--- src/rtl/ysyx_040750_mem_arbiter.sv ---
// ysyx_040750_mem_arbiter: shares one memory port between IF fetch and LSU, one transaction in flight.
// Define ARB_RR_EN for round-robin arbitration; the default build uses fixed LSU priority.
module ysyx_040750_mem_arbiter #(
  parameter int ADDR_W = 32,
  parameter int DATA_W = 64
) (
  input  logic                I_sys_clk,
  input  logic                I_rst_n,
  input  logic                I_if_req_valid,
  input  logic [ADDR_W-1:0]   I_if_addr,
  output logic                O_if_req_ready,
  input  logic                I_if_flush,
  output logic                O_if_rsp_valid,
  output logic [31:0]         O_if_inst,
  input  logic                I_ls_req_valid,
  input  logic                I_ls_wen,
  input  logic [ADDR_W-1:0]   I_ls_addr,
  input  logic [DATA_W-1:0]   I_ls_wdata,
  input  logic [DATA_W/8-1:0] I_ls_wstrb,
  output logic                O_ls_req_ready,
  output logic                O_ls_rsp_valid,
  output logic [DATA_W-1:0]   O_ls_rdata,
  output logic                O_mem_req_valid,
  output logic                O_mem_wen,
  output logic [ADDR_W-1:0]   O_mem_addr,
  output logic [DATA_W-1:0]   O_mem_wdata,
  output logic [DATA_W/8-1:0] O_mem_wstrb,
  input  logic                I_mem_req_ready,
  input  logic                I_mem_rsp_valid,
  input  logic [DATA_W-1:0]   I_mem_rdata
);

  typedef enum logic [1:0] {ST_IDLE = 2'd0, ST_REQ = 2'd1, ST_RSP = 2'd2} state_e;
  localparam logic OWN_IF = 1'b0;
  localparam logic OWN_LS = 1'b1;

  state_e state_q, state_d;
  logic   owner_q, owner_d;
  logic   drop_q, drop_d;
  logic   if_hi_q, if_hi_d;
  logic   ls_wen_q, ls_wen_d;
  logic   any_req_s, grant_s, grant_en_s;
  logic   in_req_s, in_rsp_s, own_ls_s, own_if_s, rsp_hit_s;

  assign any_req_s = I_if_req_valid | I_ls_req_valid;
  assign in_req_s  = (state_q == ST_REQ);
  assign in_rsp_s  = (state_q == ST_RSP);
  assign own_ls_s  = (owner_q == OWN_LS);
  assign own_if_s  = (owner_q == OWN_IF);
  assign rsp_hit_s = in_rsp_s & I_mem_rsp_valid;

`ifdef ARB_RR_EN
  logic last_q;

  // Round-robin: on a tie grant the master that did not win the previous arbitration.
  always_comb begin
    if (I_if_req_valid && I_ls_req_valid) begin
      grant_s = ~last_q;
    end else begin
      grant_s = I_ls_req_valid;
    end
  end

  // Remember the most recent winner.
  always_ff @(posedge I_sys_clk or negedge I_rst_n) begin
    if (!I_rst_n) begin
      last_q <= OWN_IF;
    end else if (grant_en_s) begin
      last_q <= grant_s;
    end
  end
`else
  // Fixed priority: a pending LSU request always wins.
  assign grant_s = I_ls_req_valid;
`endif

  // State and transaction-context registers.
  always_ff @(posedge I_sys_clk or negedge I_rst_n) begin
    if (!I_rst_n) begin
      state_q  <= ST_IDLE;
      owner_q  <= OWN_IF;
      drop_q   <= 1'b0;
      if_hi_q  <= 1'b0;
      ls_wen_q <= 1'b0;
    end else begin
      state_q  <= state_d;
      owner_q  <= owner_d;
      drop_q   <= drop_d;
      if_hi_q  <= if_hi_d;
      ls_wen_q <= ls_wen_d;
    end
  end

  // Next-state logic; a response with a request pending re-arbitrates without an idle bubble.
  always_comb begin
    state_d    = state_q;
    owner_d    = owner_q;
    drop_d     = drop_q;
    if_hi_d    = if_hi_q;
    ls_wen_d   = ls_wen_q;
    grant_en_s = 1'b0;
    case (state_q)
      ST_IDLE: begin
        if (any_req_s) begin
          owner_d    = grant_s;
          grant_en_s = 1'b1;
          state_d    = ST_REQ;
        end else begin
          state_d = ST_IDLE;
        end
      end
      ST_REQ: begin
        if (own_if_s && I_if_flush) begin
          drop_d = 1'b1;
        end else begin
          drop_d = drop_q;
        end
        if (I_mem_req_ready) begin
          // Capture what the response path needs; masters may change payload after acceptance.
          if_hi_d  = I_if_addr[2];
          ls_wen_d = I_ls_wen;
          state_d  = ST_RSP;
        end else begin
          state_d = ST_REQ;
        end
      end
      ST_RSP: begin
        if (I_mem_rsp_valid) begin
          drop_d = 1'b0;
          if (any_req_s) begin
            owner_d    = grant_s;
            grant_en_s = 1'b1;
            state_d    = ST_REQ;
          end else begin
            state_d = ST_IDLE;
          end
        end else if (own_if_s && I_if_flush) begin
          drop_d = 1'b1;
        end else begin
          drop_d = drop_q;
        end
      end
      default: begin
        state_d = ST_IDLE;
        drop_d  = 1'b0;
      end
    endcase
  end

  // Memory-side request payload, muxed from the current owner only while requesting.
  always_comb begin
    O_mem_req_valid = in_req_s;
    O_mem_wen       = in_req_s & own_ls_s & I_ls_wen;
    O_mem_addr      = {ADDR_W{1'b0}};
    O_mem_wdata     = {DATA_W{1'b0}};
    O_mem_wstrb     = {(DATA_W/8){1'b0}};
    if (in_req_s && own_ls_s) begin
      O_mem_addr  = I_ls_addr;
      O_mem_wdata = I_ls_wdata;
      O_mem_wstrb = I_ls_wen ? I_ls_wstrb : {(DATA_W/8){1'b0}};
    end else if (in_req_s) begin
      O_mem_addr = I_if_addr;
    end else begin
      O_mem_addr = {ADDR_W{1'b0}};
    end
  end

  // Handshake and response routing back to the latched owner.
  always_comb begin
    O_if_req_ready = in_req_s & own_if_s & I_mem_req_ready;
    O_ls_req_ready = in_req_s & own_ls_s & I_mem_req_ready;
    O_if_rsp_valid = rsp_hit_s & own_if_s & ~drop_q & ~I_if_flush;
    O_ls_rsp_valid = rsp_hit_s & own_ls_s;
    if (O_if_rsp_valid) begin
      O_if_inst = if_hi_q ? I_mem_rdata[32 +: 32] : I_mem_rdata[0 +: 32];
    end else begin
      O_if_inst = 32'd0;
    end
    if (O_ls_rsp_valid && !ls_wen_q) begin
      O_ls_rdata = I_mem_rdata;
    end else begin
      O_ls_rdata = {DATA_W{1'b0}};
    end
  end

endmodule

--- config.mk ---
export PLATFORM = sky130hd
export DESIGN_NAME = ysyx_040750_mem_arbiter
export DESIGN_NICKNAME = d
export VERILOG_FILES = /design/src/rtl/ysyx_040750_mem_arbiter.sv
export SDC_FILE = /design/constraint.sdc
export NUM_CORES = 1
export LEC_CHECK = 0
export ABC_AREA = 1
export CAP_MARGIN = 0
export CORE_AREA = 2 2 161 163
export CTS_BUF_LIST = sky130_fd_sc_hd__clkbuf_16
export DETAILED_ROUTE_END_ITERATION = 8
export DIE_AREA = 0 0 163 165
export DONT_BUFFER_PORTS = 1
export GPL_ROUTABILITY_DRIVEN = 0
export GPL_TIMING_DRIVEN = 1
export PLACE_DENSITY_LB_ADDON = 0.12
export SLEW_MARGIN = 20
export SYNTH_ARGS = -nofsm -noshare
export SYNTH_HDL_FRONTEND = slang
export SYNTH_SLANG_ARGS = --single-unit
--- constraint.sdc ---
create_clock -name I_sys_clk -period 2 [get_ports I_sys_clk]
set_clock_uncertainty 0.1 [all_clocks]
set_input_delay 0.4 -clock I_sys_clk [delete_from_list [all_inputs] [get_ports I_sys_clk]]
set_output_delay 0.4 -clock I_sys_clk [all_outputs]
set_load 0.01 [all_outputs]
### After elaboration in Yosys (flattened, before gate mapping)

Cells that the tools add are included.

| word-level totals | value |
|---|---|
| output and inout port bits | 206 |
| input bits | 208 |
| bits in registers | 6 |

| cells by class | value |
|---|---|
| bitwise logic cells | 14 |
| mux-type cells | 18 |
| reductions and logical operators | 8 |
| equality and inequality tests | 3 |

Operator list:

| operator | number |
|---|---|
| 32-bit two-way mux | 4 |
| 64-bit two-way mux | 2 |
| 8-bit two-way mux | 2 |
| 1-bit bitwise AND | 10 |
| 2-bit case mux with 3 select lines | 1 |
| 1-bit two-way mux | 5 |
| 2-bit two-way mux | 2 |
| 2-bit AND reduction | 2 |
| 1-bit logical AND | 3 |
| 1-bit inverter | 3 |
| 1-bit case mux with 3 select lines | 1 |
| 2-bit by 1-bit equality test with 1-bit output, second input constant | 1 |
| 2-bit equality test, second input constant | 1 |
| 2-bit logical NOT | 1 |
| 2-bit inequality test, second input constant | 1 |
| 1-bit case mux with 2 select lines | 1 |
| 2-bit nonzero test | 1 |
| 1-bit logical NOT | 1 |
| 1-bit bitwise OR | 1 |

### Depth between registers and ports, before layout

| logic depth | value |
|---|---|
| depth after elaboration | 6 |
| depth in mapped cells | 8 |
| mapped depth without buffers | 8 |

### Worst setup path before layout

OpenSTA, ideal clock, no wires.

| timing | value |
|---|---|
| kind | reg2out |
| from | register state_q[1] |
| to | output port O_mem_addr[2] |
| cell stages (with the launch flop) | 7 |
| buffers on the path | 2 |
| data arrival time | 1.400 ns |
| setup slack | 0.100 ns |
| cells stage by stage | dfrtp_1 inv_1 ha_1 buf_2 buf_2 inv_1 o31ai_1 |

| between the ends | value |
|---|---|
| cells in the longest elaborated chain, start to end | 3 |
| elaborated cells between the ends (all ways) | 4 |

RTL lines:

| what | line | source |
|---|---|---|
| start: declaration | 37 | `state_e state_q, state_d;` |
| start signal: assignment | 86 | `state_q <= state_d;` |
| 2-bit by 1-bit equality test with 1-bit output * | 46 | `assign in_req_s = (state_q == ST_REQ);` |
| via O_mem_req_valid | 23 | `output logic O_mem_req_valid,` |
| 32-bit two-way mux or 1-bit logical AND (tied branches) | 161, 157 |  |
| 32-bit two-way mux * | 157 | `if (in_req_s && own_ls_s) begin` |
| end: declaration | 25 | `output logic [ADDR_W-1:0] O_mem_addr,` |

Mark *: on every way through the listed nets, which the timed path passes. The rest lies on a longest branch.

### Worst setup path in the final report

| timing | value |
|---|---|
| from | register state_q[1] |
| to | output port O_if_inst[6] |

| between the ends | value |
|---|---|
| cells in the longest elaborated chain, start to end | 6 |

RTL lines:

| what | line | source |
|---|---|---|
| 2-bit equality test | 47 | `assign in_rsp_s = (state_q == ST_RSP);` |
| 1-bit bitwise AND | 50 | `assign rsp_hit_s = in_rsp_s & I_mem_rsp_valid;` |
| 1-bit bitwise AND (3 in series) | 172 | `O_if_rsp_valid = rsp_hit_s & own_if_s & ~drop_q & ~I_if_flush;` |
| 32-bit two-way mux | 174 | `if (O_if_rsp_valid) begin` |
| end: declaration | 14 | `output logic [31:0] O_if_inst,` |

Every way passes these cells.

==> results.md <==
* Internal at 2.56 mW
* Total number of clock tree sinks at 6
* Type of the worst setup path: flip-flop to output pin
* Worst setup timing slack at the placement stage at around 0.092 ns
* Setup crit end kind: output pin
* Worst Hold Path Cells at 2
* Detail Route Antenna Nets at 0
* Number of rows created at floorplan at 58
* Final Routed Wirelength at roughly 17 mm
* Final setup vio count at between 150 and 200
* Placed Cells at approximately 960
* Synth Area per Inst at between 4 and 5 um^2
* Count of fill cells added during filler insertion at roughly 2800
* Unrepaired setup endpoints after global routing: yes
* Maximum net fanout on the critical path at 33
* Share of layout cells above drive strength 1 at a little over half
* Max capacitance violation total at 0
* Number of buffers created by CTS at 3
* I/O pin cnt at just over 400
* Initial Util at roughly a tenth
* Shortest clock period the worst path allows after layout at approximately 2.1 ns
* Worst IR Drop VDD at roughly 0.00049 V
* Synth cell types at 15
* Count of synthesis-stage warnings from yosys at 0
* R2R cell count at 9
* Bufs on Longest Clock Path at 2
* Critical path launch point type: flip-flop
* Mapped Area at between 2000 and 2500 um^2
* Wire per inst at between 15 and 20 um
* Final-layout worst hold slack at between 0.2 and 0.25 ns
* Via count of the first global-routing pass at 3148
* Data arrival time at the worst-slack endpoint at approximately 1.6 ns
* Max-slew violations at 0
* Top achievable clock speed at around 470 MHz
* Lkg Pwr at between 2 and 3 nW
* Die Y at approximately 170 um
* Gr ovfl total at 0
* Clk Tree Root Cell: clkbuf_16
* Power density over cell area at slightly below 1000 nW/um^2
* Syn nets at 778
* Clock tree from TritonCTS: yes
* Cells after Synth at 566
* 1st-iter DRT viols at 164
* Total chip power at about 5.6 mW
* Net switching fraction of the power at 54.1%
* Part of the power in registers at around 4.0%
* Seq/Total Area, Yosys at a little over 6%
* Detailed-placement wirelength estimate at 11.8 mm
* Period utilisation layout at 106%
* Final hold violation count at 0
* Wire length of the first global-routing pass at 19.8 mm
* Fin cells at 1007
* Final antenna diode count at 0
* Reg area at approximately 150 um^2
* Slew of the pin with the lowest slew margin at between 0.3 and 0.4 ns
* Total via count after detailed routing at 3861
* Violated checks: setup timing
* DRC violation count after routing at 0
* Number of vias per cell after detailed routing at about 3.8
* Area taken by multi-input logic gates at 2750 um^2
* Clock latency on the worst-skew pair at about 0.23 ns
* Result of the run: finished with violations
* Switching power summed over all nets at approximately 3.0 mW
* Core area at between 20000 and 30000 um^2
* Number of iterations in the first detailed-routing pass at 4
* Number of nets in the finished design at 890
* Count of state elements after synthesis at 6
* Antenna violations before repair at 0
* Max-slew headroom at between 70 and 80%
* Type of the tightest min-delay check: input port to flip-flop
* CTS clk-pin slew, worst paths at 0.04 ns
* H-Tree Depth at 1
* Total global routing track utilization at about a tenth
* Gate power share at 90.1%
* Required time reported for the critical path endpoint at around 1.5 ns
* Die Wd at roughly 160 um
* Port bufs at 0
* Clock network fraction of total power at between 5 and 6%
* Final worst slack at -0.122 ns
* Area Overhead vs Synth at 136%
* Die area at 26900 um^2
* Maximum number of pins on one net before global-route repair at 66
[metrics by stage]
stage / util [%] / setup TNS [ns] / instance area (um^2)
after floorplan: - / 0 / 2460
after global placement: 14.2 / 0 / 3560
after detailed placement: 14.2 / 0 / 3560
after CTS: 17.2 / -8.85 / 4300
after global routing: 23.2 / -19.26 / 5800
final: 23.2 / -7.47 / 5800
[critical path, cell delays in order, from the launching register on]
cell and delay [ns]:
dfrtp_2 0.43, ha_4 0.17, buf_4 0.14, nand4_1 0.13, buf_12 0.25, nor2_1 0.08, buf_4 0.16
[path summary, 6_finish.rpt]
path | from | to | slack [ns]
worst min register to register | drop_q | drop_q | 0.46
worst max-delay path | state_q[1] | O_if_inst[6] | -0.12
max in group asynchronous | I_rst_n | state_q[1] | 1.12
min in group asynchronous | I_rst_n | ls_wen_q | 0.41
worst max register to register | state_q[0] | state_q[1] | 0.40
worst min-delay path | I_ls_wen | ls_wen_q | 0.20
[area by class of cell]
class	instances	share of cell area [%]
clock buffers	3	1.29
clock inverters	1	0.0647
flip-flops and latches	6	2.63
multi-input cells	378	47.3
repair buffers	145	32.3
inverters	144	9.31
well taps	330	7.11
[cells in the mapped netlist, drive strengths merged]
cell type    n  area (um^2)
a21oi       34          170
o31ai        1         7.51
nand3       65          325
inv        144          541
buf         30          150
nand2       60          228
ha           4         50.1
o21ai        3         15.0
dfrtp        6          150
nand4        1         6.26
nor2       209          787
clkbuf       9         33.8
[power groups by stage]
stage                     sequential (mW)  clock [mW]  combinational [mW]
after floorplan                     0.205           0                1.97
after global placement              0.218           0                2.86
after detailed placement            0.217           0                2.82
after CTS                           0.219       0.333                3.39
after global routing                0.226       0.344                5.34
final                               0.222       0.331                5.03
[flip-flops by register name, indices dropped and copies added, names as in the netlist]
register  count
drop_q        1
if_hi_q       1
ls_wen_q      1
own_ls_s      1
state_q       2
[layout by cell type (no fill, tap or decap)]
cell and n:
a21oi_1 34, buf_12 18, buf_16 6, buf_4 57
buf_6 47, buf_8 2, clkbuf_16 17, dfrtp_1 4
dfrtp_2 2, dlygate4sd3_1 1, ha_1 2, ha_4 2
inv_1 142, inv_2 3, nand2_1 25, nand2_2 32
nand2_4 2, nand2_8 2, nand3_1 54, nand3_2 11
nand4_1 1, nor2_1 55, nor2_2 41, nor2_4 113
o21ai_0 3, o31ai_1 1
[metal layers]
metal  vias to the layer above  track usage, %  wire, um
met2                       168            18.1      9180
met4                         0           0.322         0
met3                         0            1.93      1050
met5                         -               0         0
li1                       1865               -         -
met1                      1828            12.1      7120
[logic make-up (layout without fill, tap and decap cells)]
group                      Yosys count  count (layout)  synth area share, %
and+or+nand+nor                    335             336                 54.6
AOI/OAI and AO/OA                   38              38                 7.82
adders and majority gates            4               4                 2.03
buffers and inverters              183             293                 29.4
DFF                                  6               6                 6.09
[timing repair]
| action | 4_1_cts | 5_1_grt |
|---|---|---|
| endpoints found under the setup margin | 185 | 204 |
| pin swaps | 1 | 18 |
| buffers inserted | 4 | 14 |
| hold endpoints to repair | 6 | 0 |
| hold buffers | 1 | 0 |
| gates cloned | 5 | 21 |
| gates resized for setup | 148 | 239 |
Note: power is estimated with default switching activity, not from simulation.
